<file path="config.mk">
export PLATFORM = sky130hd
export DESIGN_NAME = fun_inv
export DESIGN_NICKNAME = d
export VERILOG_FILES = /design/src/rtl/fun_inv_pkg.sv /design/src/rtl/fun_inv_cbrt.sv /design/src/rtl/fun_inv.sv
export SDC_FILE = /design/constraint.sdc
export NUM_CORES = 1
export LEC_CHECK = 0
export BUFFER_PORTS_ARGS = -buffer_cell sky130_fd_sc_hd__buf_2
export CORE_MARGIN = 2
export CORE_UTILIZATION = 25
export DETAILED_ROUTE_END_ITERATION = 16
export GPL_TIMING_DRIVEN = 0
export SLEW_MARGIN = 10
export SYNTH_ARGS = -nofsm -noshare
export SYNTH_HDL_FRONTEND = slang
export SYNTH_SLANG_ARGS = --single-unit
export TNS_END_PERCENT = 1
</file>
<file path="constraint.sdc">
create_clock -name clk_i -period 25.5 [get_ports clk_i]
set_input_delay 2.55 -clock clk_i [delete_from_list [all_inputs] [get_ports clk_i]]
set_output_delay 2.55 -clock clk_i [all_outputs]
set_load 0.02 [all_outputs]
</file>
<file path="src/rtl/fun_inv_pkg.sv">
// Shared definitions for the fun_inv inverse unit: FSM encoding and fixed sizing.
package fun_inv_pkg;

  typedef enum logic [2:0] {
    IDLE      = 3'd0,
    SQ_WORK   = 3'd1,
    SUB       = 3'd2,
    CBRT_ON   = 3'd3,
    CBRT_WORK = 3'd4
  } state_t;

  localparam int unsigned SQ_CYCLES  = 8;
  localparam int unsigned CBRT_ITERS = 6;
  localparam int unsigned RADICAND_W = 16;

endpackage

</file>
<file path="src/rtl/fun_inv_cbrt.sv">
// Iterative 16-bit integer cube root: one 3-bit digit per cycle, busy for six cycles.
module cbrt_u16
  import fun_inv_pkg::*;
(
  input  logic        clk_i,
  input  logic        rst_i,
  input  logic        start_i,
  input  logic [15:0] x_bi,
  output logic        busy_o,
  output logic [7:0]  y_bo
);

  logic                  busy_q;
  logic [2:0]            iter_q;
  logic [RADICAND_W-1:0] x_q;
  logic [7:0]            r_q;

  logic [4:0]            shamt;
  logic [17:0]           r2;
  logic [17:0]           t_base;
  logic [17:0]           t;
  logic                  take;

  // Shift amount walks 15, 12, ..., 0 as iter goes 0..5.
  always_comb begin
    shamt  = 5'd15 - 5'({iter_q, 1'b0}) - 5'(iter_q);
    r2     = {9'd0, r_q, 1'b0};
    t_base = 18'd3 * r2 * (r2 + 18'd1) + 18'd1;
    t      = t_base << shamt;
    take   = ({2'b00, x_q} >= t);
  end

  always_ff @(posedge clk_i) begin
    if (rst_i) begin
      busy_q <= 1'b0;
      iter_q <= '0;
      x_q    <= '0;
      r_q    <= '0;
    end else if (!busy_q) begin
      if (start_i) begin
        busy_q <= 1'b1;
        iter_q <= '0;
        x_q    <= x_bi;
        r_q    <= '0;
      end
    end else begin
      if (take) begin
        x_q <= x_q - t[15:0];
        r_q <= r2[7:0] + 8'd1;
      end else begin
        r_q <= r2[7:0];
      end
      iter_q <= iter_q + 3'd1;
      if (iter_q == 3'(CBRT_ITERS - 1))
        busy_q <= 1'b0;
    end
  end

  assign busy_o = busy_q;
  assign y_bo   = r_q;

endmodule

</file>
<file path="src/rtl/fun_inv.sv">
// Inverse of y = sqrt(a + b^3): computes b = floor(cbrt(y*y - a)) with a start/busy handshake.
module fun_inv
  import fun_inv_pkg::*;
(
  input  logic       clk_i,
  input  logic       rst_i,
  input  logic       start_i,
  input  logic [7:0] a_bi,
  input  logic [7:0] y_bi,
  output logic       busy_o,
  output logic [7:0] b_bo,
  output logic       err_o
);

  state_t state_q, state_d;

  logic [7:0]            a_q;
  logic [7:0]            y_q;
  logic [15:0]           acc_q;
  logic [2:0]            cnt_q;
  logic [RADICAND_W-1:0] rad_q;
  logic [7:0]            b_q;
  logic                  err_q;
  logic [16:0]           diff;

  logic                  cb_start;
  logic                  cb_busy;
  logic [7:0]            cb_y;

  assign diff = {1'b0, acc_q} - {9'd0, a_q};

  always_ff @(posedge clk_i) begin
    if (rst_i) state_q <= IDLE;
    else       state_q <= state_d;
  end

  always_comb begin
    state_d  = state_q;
    cb_start = 1'b0;
    case (state_q)
      IDLE:      if (start_i) state_d = SQ_WORK;
      SQ_WORK:   if (cnt_q == 3'(SQ_CYCLES - 1)) state_d = SUB;
      SUB:       state_d = diff[16] ? IDLE : CBRT_ON;
      CBRT_ON: begin
        cb_start = 1'b1;
        state_d  = CBRT_WORK;
      end
      CBRT_WORK: if (!cb_busy) state_d = IDLE;
      default:   state_d = IDLE;
    endcase
  end

  // Squarer: one bit of y per cycle, LSB first, adding the shifted multiplicand.
  always_ff @(posedge clk_i) begin
    if (rst_i) begin
      a_q   <= '0;
      y_q   <= '0;
      acc_q <= '0;
      cnt_q <= '0;
      rad_q <= '0;
      b_q   <= '0;
      err_q <= 1'b0;
    end else begin
      case (state_q)
        IDLE: begin
          if (start_i) begin
            a_q   <= a_bi;
            y_q   <= y_bi;
            acc_q <= '0;
            cnt_q <= '0;
          end
        end
        SQ_WORK: begin
          if (y_q[cnt_q])
            acc_q <= acc_q + ({8'd0, y_q} << cnt_q);
          cnt_q <= cnt_q + 3'd1;
        end
        SUB: begin
          if (diff[16]) begin
            err_q <= 1'b1;
            b_q   <= '0;
          end else begin
            rad_q <= diff[15:0];
          end
        end
        CBRT_WORK: begin
          if (!cb_busy) begin
            b_q   <= cb_y;
            err_q <= 1'b0;
          end
        end
        default: ;
      endcase
    end
  end

  cbrt_u16 u_cbrt (
    .clk_i   (clk_i),
    .rst_i   (rst_i),
    .start_i (cb_start),
    .x_bi    (rad_q),
    .busy_o  (cb_busy),
    .y_bo    (cb_y)
  );

  assign busy_o = (state_q != IDLE);
  assign b_bo   = b_q;
  assign err_o  = err_q;

endmodule

</file>
# Word level (Yosys, flattened, before mapping)
# Index checks and enable logic that the tools add are counted.
dict set report totals {
  register_bits 91
  inputBits 19
  output_inout_bits 10
  wordCells 83
}
dict set report classes {
  addsub 10
  multipliers 2
  magnitude_cmp 2
  eq_ne 12
  shift 2
  muxes 30
  n_bitwise 1
  n_reduce_logical 12
}
# cell count
set ops {}
lappend ops {{$mux 16} 5}
lappend ops {{$mux 8} 5}
lappend ops {{$pmux 16 s2} 1}
lappend ops {{$add 18x1->18 const B} 1}
lappend ops {{$ge 16x18->1} 1}
lappend ops {{$mul 10x18->17} 1}
lappend ops {{$mux 3} 6}
lappend ops {{$shl 18x5->18} 1}
lappend ops {{$sub 16x8->17} 1}
lappend ops {{$add 16x16->16} 1}
lappend ops {{$pmux 8 s2} 1}
lappend ops {{$shl 8x3->16} 1}
lappend ops {{$sub 16x16->16} 1}
lappend ops {{$pmux 3 s5} 1}
lappend ops {{$ne 2x2->1 const B} 6}
lappend ops {{$add 9x1->10 const B} 1}
lappend ops {{$mul 2x8->10 const A} 1}
lappend ops {{$eq 3x3->1 const B} 3}
lappend ops {{$reduce_and 3->1} 3}
lappend ops {{$add 8x1->8 const B} 1}
lappend ops {{$reduce_and 2->1} 4}
lappend ops {{$mux 1} 7}
lappend ops {{$add 3x1->3 const B} 2}
lappend ops {{$eq 3x2->1 const B} 2}
lappend ops {{12 further kinds} 14}

# Depth between registers and ports, before layout
dict set report depth {
  ltp_word 7
  depth_mapped 42
  ltp_nobuf 41
}

# Hierarchy
# A second synthesis with hierarchy kept.
dict set report hier_totals {
  hier_cells 1264
  hier_area_um2 10149.7
}
# module n_inst cells_each area_per_inst_um2 seq_area_each_um2
set modules_own_cells {}
lappend modules_own_cells {cbrt_u16 1 773 6218.5 560.5}
lappend modules_own_cells {fun_inv 1 491 3931.3 1261.2}

# Least setup slack after synthesis
# No wires, ideal clock.
dict set report synth_timing {
  path_kind {register -> register}
  startpoint {reg u_cbrt.r_q[1], in the netlist u_cbrt.y_bo[1]}
  endpoint {reg u_cbrt.x_q[10]}
  setup_time_ns 0.143
  arrival_ns 8.402
  required_ns 25.357
  path_slack_ns 16.955
  stages_incl_launch_ff 37
  path_buffers 4
  synth_period_minus_slack_ns 8.545
  path_cell_list {dfxtp_1 -> clkbuf_1 -> inv_1 -> fa_1 -> xnor2_1 -> nand2_1 -> fa_1 -> inv_1 -> fa_1 -> inv_1 -> fa_1 -> inv_1 -> fa_1 -> inv_1 -> fa_1 -> inv_1 -> ha_1 -> and2_1 -> a221o_1 -> o32ai_4 -> nor2_2 -> or4_1 -> o211ai_2 -> nand2_1 -> nand3_1 -> o211ai_1 -> ha_1 -> clkbuf_1 -> nand4_1 -> nor4_1 -> nor3_1 -> a41o_1 -> a21o_1 -> a41oi_4 -> buf_6 -> buf_6 -> a211oi_2}
}
dict set report synth_via {
  elab_chain_len 7
  elab_cells_between_ends 11
  cone_classes {3 x add/sub; 2 x mul; 1 x order compare; 1 x eq/ne; 1 x shift; 2 x mux; 1 x reduce/logical}
}
# item line
set synth_rtl {}
lappend synth_rtl {{start: declaration} fun_inv_cbrt.sv:16} ;# logic [7:0] r_q;
lappend synth_rtl {{start signal: assignment} fun_inv_cbrt.sv:49} ;# r_q <= r2[7:0] + 8'd1;
lappend synth_rtl {{start signal: assignment} fun_inv_cbrt.sv:51} ;# r_q <= r2[7:0];
lappend synth_rtl {{$mul 2x8->10 or $add 9x1->10 (tied branches)} fun_inv_cbrt.sv:28} ;# t_base = 18'd3 * r2 * (r2 + 18'd1) + 18'd1;
lappend synth_rtl {{$mul 10x18->17 *} fun_inv_cbrt.sv:28}
lappend synth_rtl {{$add 18x1->18 *} fun_inv_cbrt.sv:28}
lappend synth_rtl {{$shl 18x5->18 *} fun_inv_cbrt.sv:29} ;# t = t_base << shamt;
lappend synth_rtl {{$ge 16x18->1 or $sub 16x16->16 (tied branches)} {fun_inv_cbrt.sv:30, fun_inv_cbrt.sv:48}}
lappend synth_rtl {{$ne 2x2->1 (no line) or $mux 16 (tied branches)} --}
lappend synth_rtl {{$reduce_and 2->1 (no line) or $mux 16 (tied branches)} --}
lappend synth_rtl {{end signal: assignment} fun_inv_cbrt.sv:43} ;# x_q <= x_bi;
lappend synth_rtl {{end signal: assignment} fun_inv_cbrt.sv:48} ;# x_q <= x_q - t[15:0];
lappend synth_rtl {{end: declaration} fun_inv_cbrt.sv:15} ;# logic [RADICAND_W-1:0] x_q;
# Mark *: on every way between the ends. The rest lies on a longest branch, timed or not. The select of a mux whose other input is x is not followed.
# A chain may end at the register's enable or synchronous reset.

# Worst setup path in the final report
dict set report layout_timing {
  startpoint {reg u_cbrt.r_q[1], in the netlist u_cbrt.y_bo[1]}
  endpoint {reg u_cbrt.x_q[9]}
}
# The elaborated chain is that of the path after synthesis.

==> flow_summary.yaml <==
route:
  drcViolationCount: 0
  drtIter0Drc: 518
  avgRoutedWirePerCell_um: 14.0
  final_antenna_net_count: 0
  num_vias: 8591
  wl_mm: 25.0
  via_per_inst: 4.81
  first_pass_iters: 7
global_routing:
  grt_pass1_wl_mm: 42.0
  grt_pass1_vias: 8352
  gr-usage-all-layers: 0.123
  overflow: 0
  grt_max_degree: 16
  antenna_found_initial: 0
run:
  max_cap_viol_count: 0
finish:
  area_growth_syn_to_layout_pct: 11.9
  final_common_cell: "nand2_1"
  mostFrequentLayoutCells: "nand2_1 (135), nor2_1 (129), inv_1 (107)"
  antennaDiodeCount: 0
  nets: 1440
  fillerInstances: 4243
  post-route-util: 0.283
  drive_gt1_frac: 0.0663
place:
  place_ws_ps: 15430
  numPortBuffers: 27
  place_congestion: 0.872
  dp.final_hpwl_mm: 20.4
synthesis:
  synth_edf_count: 0
  ys_seq_elements: 91
  synth_nets: 1402
  ys_warn_count: 0
  yosysUniqueCellTypes: 77
  syn_inst: 1224
  async_reset_ff_frac: 0
  ys.flop_type: "dfxtp_1"
  avgSynthCellArea_um2: 7.97
  synth_area_mm2: 0.00976
  ys_seq_area_frac: 0.187
timing:
  relSlewSlack: 0.420
  fin_crit_sh: 0.402
  tightest_slew_ps: 870
  max_freq_ghz: 0.0976
  tns_ps: 0
  period_needed_ps: 10250
  rsz0062_at_grt: "no"
  setup_viol_count_final: 0
  fin_skew_ps: 9.29
  finalWorstSetupSlack_ps: 15250
  hold_violations: 0
  slew_viol_final: 0
clocking:
  path_clk_slew_ps: 70
  cts_max_level: 3
  cts_buffers: 9
  cts.sinks: 91
  cts_resized: 0
  cts_tree: "built"
  cts_hold_buffers: 0
  clk-insertion-delay-late_ps: 350
  cts_setup_buffers: 0
  clockBufferDepth: 2
  cts-root-buf: "clkbuf_16"
min_path:
  hp-class: "reg2reg"
floorplanning:
  dieArea_mm2: 0.0406
  fp.dieW_um: 202
  die_y_um: 202
  rows: 72
  core-area_mm2: 0.0386
  start_util: 0.253
  ios: 29
status:
  status: "complete, no violations"
pwr:
  power.density_mw_per_mm2: 38.0
  vdd_drop_max_mv: 0.0280
  p_leak_uw: 0.00453
critical_path:
  crit_slowest_cell: "a21oi_1"
  cpPeakStageDelay_ps: 690
  critical_path_class: "reg2reg"
  crit_fanout: 10
  startpoint_type: "flip-flop"
  critPathRequiredTime_ps: 25700
  critPathArrivalTime_ps: 10450
  setup.worst_path.end_class: "flip-flop"
-- worst max-delay path: cells and delay by family, from the launching register on --
family          cells  cell delay [ps]
compound gates     10             2480
buf+inv             9             1680
flops               1              390
simple gates       10             2040
fa+ha+maj           8             3480
-- cells in the mapped netlist, drive strengths merged (9+ instances only) --
library cell,n,area share
a211oi,37,0.034
a21o,14,0.011
a21oi,82,0.042
a22oi,9,0.0069
and2,31,0.020
buf,10,0.0069
clkbuf,55,0.021
dfxtp,91,0.19
fa,58,0.12
ha,101,0.13
inv,108,0.042
mux2i,38,0.039
nand2,135,0.052
nand2b,18,0.012
nand3,35,0.018
nor2,130,0.050
nor2b,14,0.0090
nor3,23,0.012
o211ai,9,0.0074
o21ai,47,0.024
or3,11,0.0076
xnor2,38,0.034
xor2,16,0.014
-- metal layers --
| metal | global-route usage | share of wire | vias up |
|---|---|---|---|
| met1 | 0.160 | 0.46 | 4057 |
| met3 | 0.0136 | 0.032 | 31 |
| li1 | - | - | 4297 |
| met5 | 0 | 0 | - |
| met2 | 0.223 | 0.50 | 206 |
| met4 | 0.0218 | 0.014 | 0 |
-- cell type report --
class                   count  area [um2]  area share
flip-flops and latches     91        1820       0.167
clock inverters             6         136      0.0125
clock buffers              10         239      0.0219
repair buffers             27         135      0.0124
inverters                 110         413      0.0378
multi-input cells         958        7250       0.664
plain buffers              65         274      0.0251
well taps                 518         648      0.0594
-- sequential cells by signal, summed over array words and instances, names as in the netlist --
register	cells
a_q	8
rad_q	16
u_cbrt.iter_q	3
y_q	8
cnt_q	3
u_cbrt.x_q	16
b_bo	8
acc_q	16
u_cbrt.y_bo	8
u_cbrt.busy_o	1
state_q	3
err_o	1
-- metrics by stage --
step                      hold WS (ps)  instances  area (um2)  total power, uW
after floorplan                    436       1224        9760              226
after global placement             446       1769       10500              249
after detailed placement           449       1769       10500              249
after CTS                          461       1785       10900              418
after global routing               485       1785       10900              434
final                              458       1785       10900              415
-- path summary, 6_finish.rpt --
check / cells past startpoint / endpoint / slack (ps) / startpoint
hold / removal: 2 / a_q[6] / 460 / a_q[6]
hold reg to reg: 2 / a_q[6] / 460 / a_q[6]
setup / recovery: 37 / u_cbrt.x_q[9] / 15250 / u_cbrt.y_bo[1]
setup reg to reg: 37 / u_cbrt.x_q[9] / 15250 / u_cbrt.y_bo[1]
-- cell families after synthesis --
group / count (synthesis) / share of synthesized area
xor gates and xnor gates: 54 / 0.0485
DFF: 91 / 0.187
muxes: 48 / 0.0540
adders and majority gates: 159 / 0.249
AOI/OAI and AO/OA: 268 / 0.190
and+or+nand+nor: 429 / 0.202
buffers and inverters: 175 / 0.0704
-- power breakdown --
group | total, uW | switching, uW | leakage, uW | internal [uW]
Combinational | 96.2 | 57.7 | 0.00362 | 38.5
Clock | 167 | 58.9 | 0.000179 | 109
Sequential | 151 | 3.80 | 0.000737 | 147
Total | 415 | 120 | 0.00453 | 294
(Power assumes the default switching activity.)
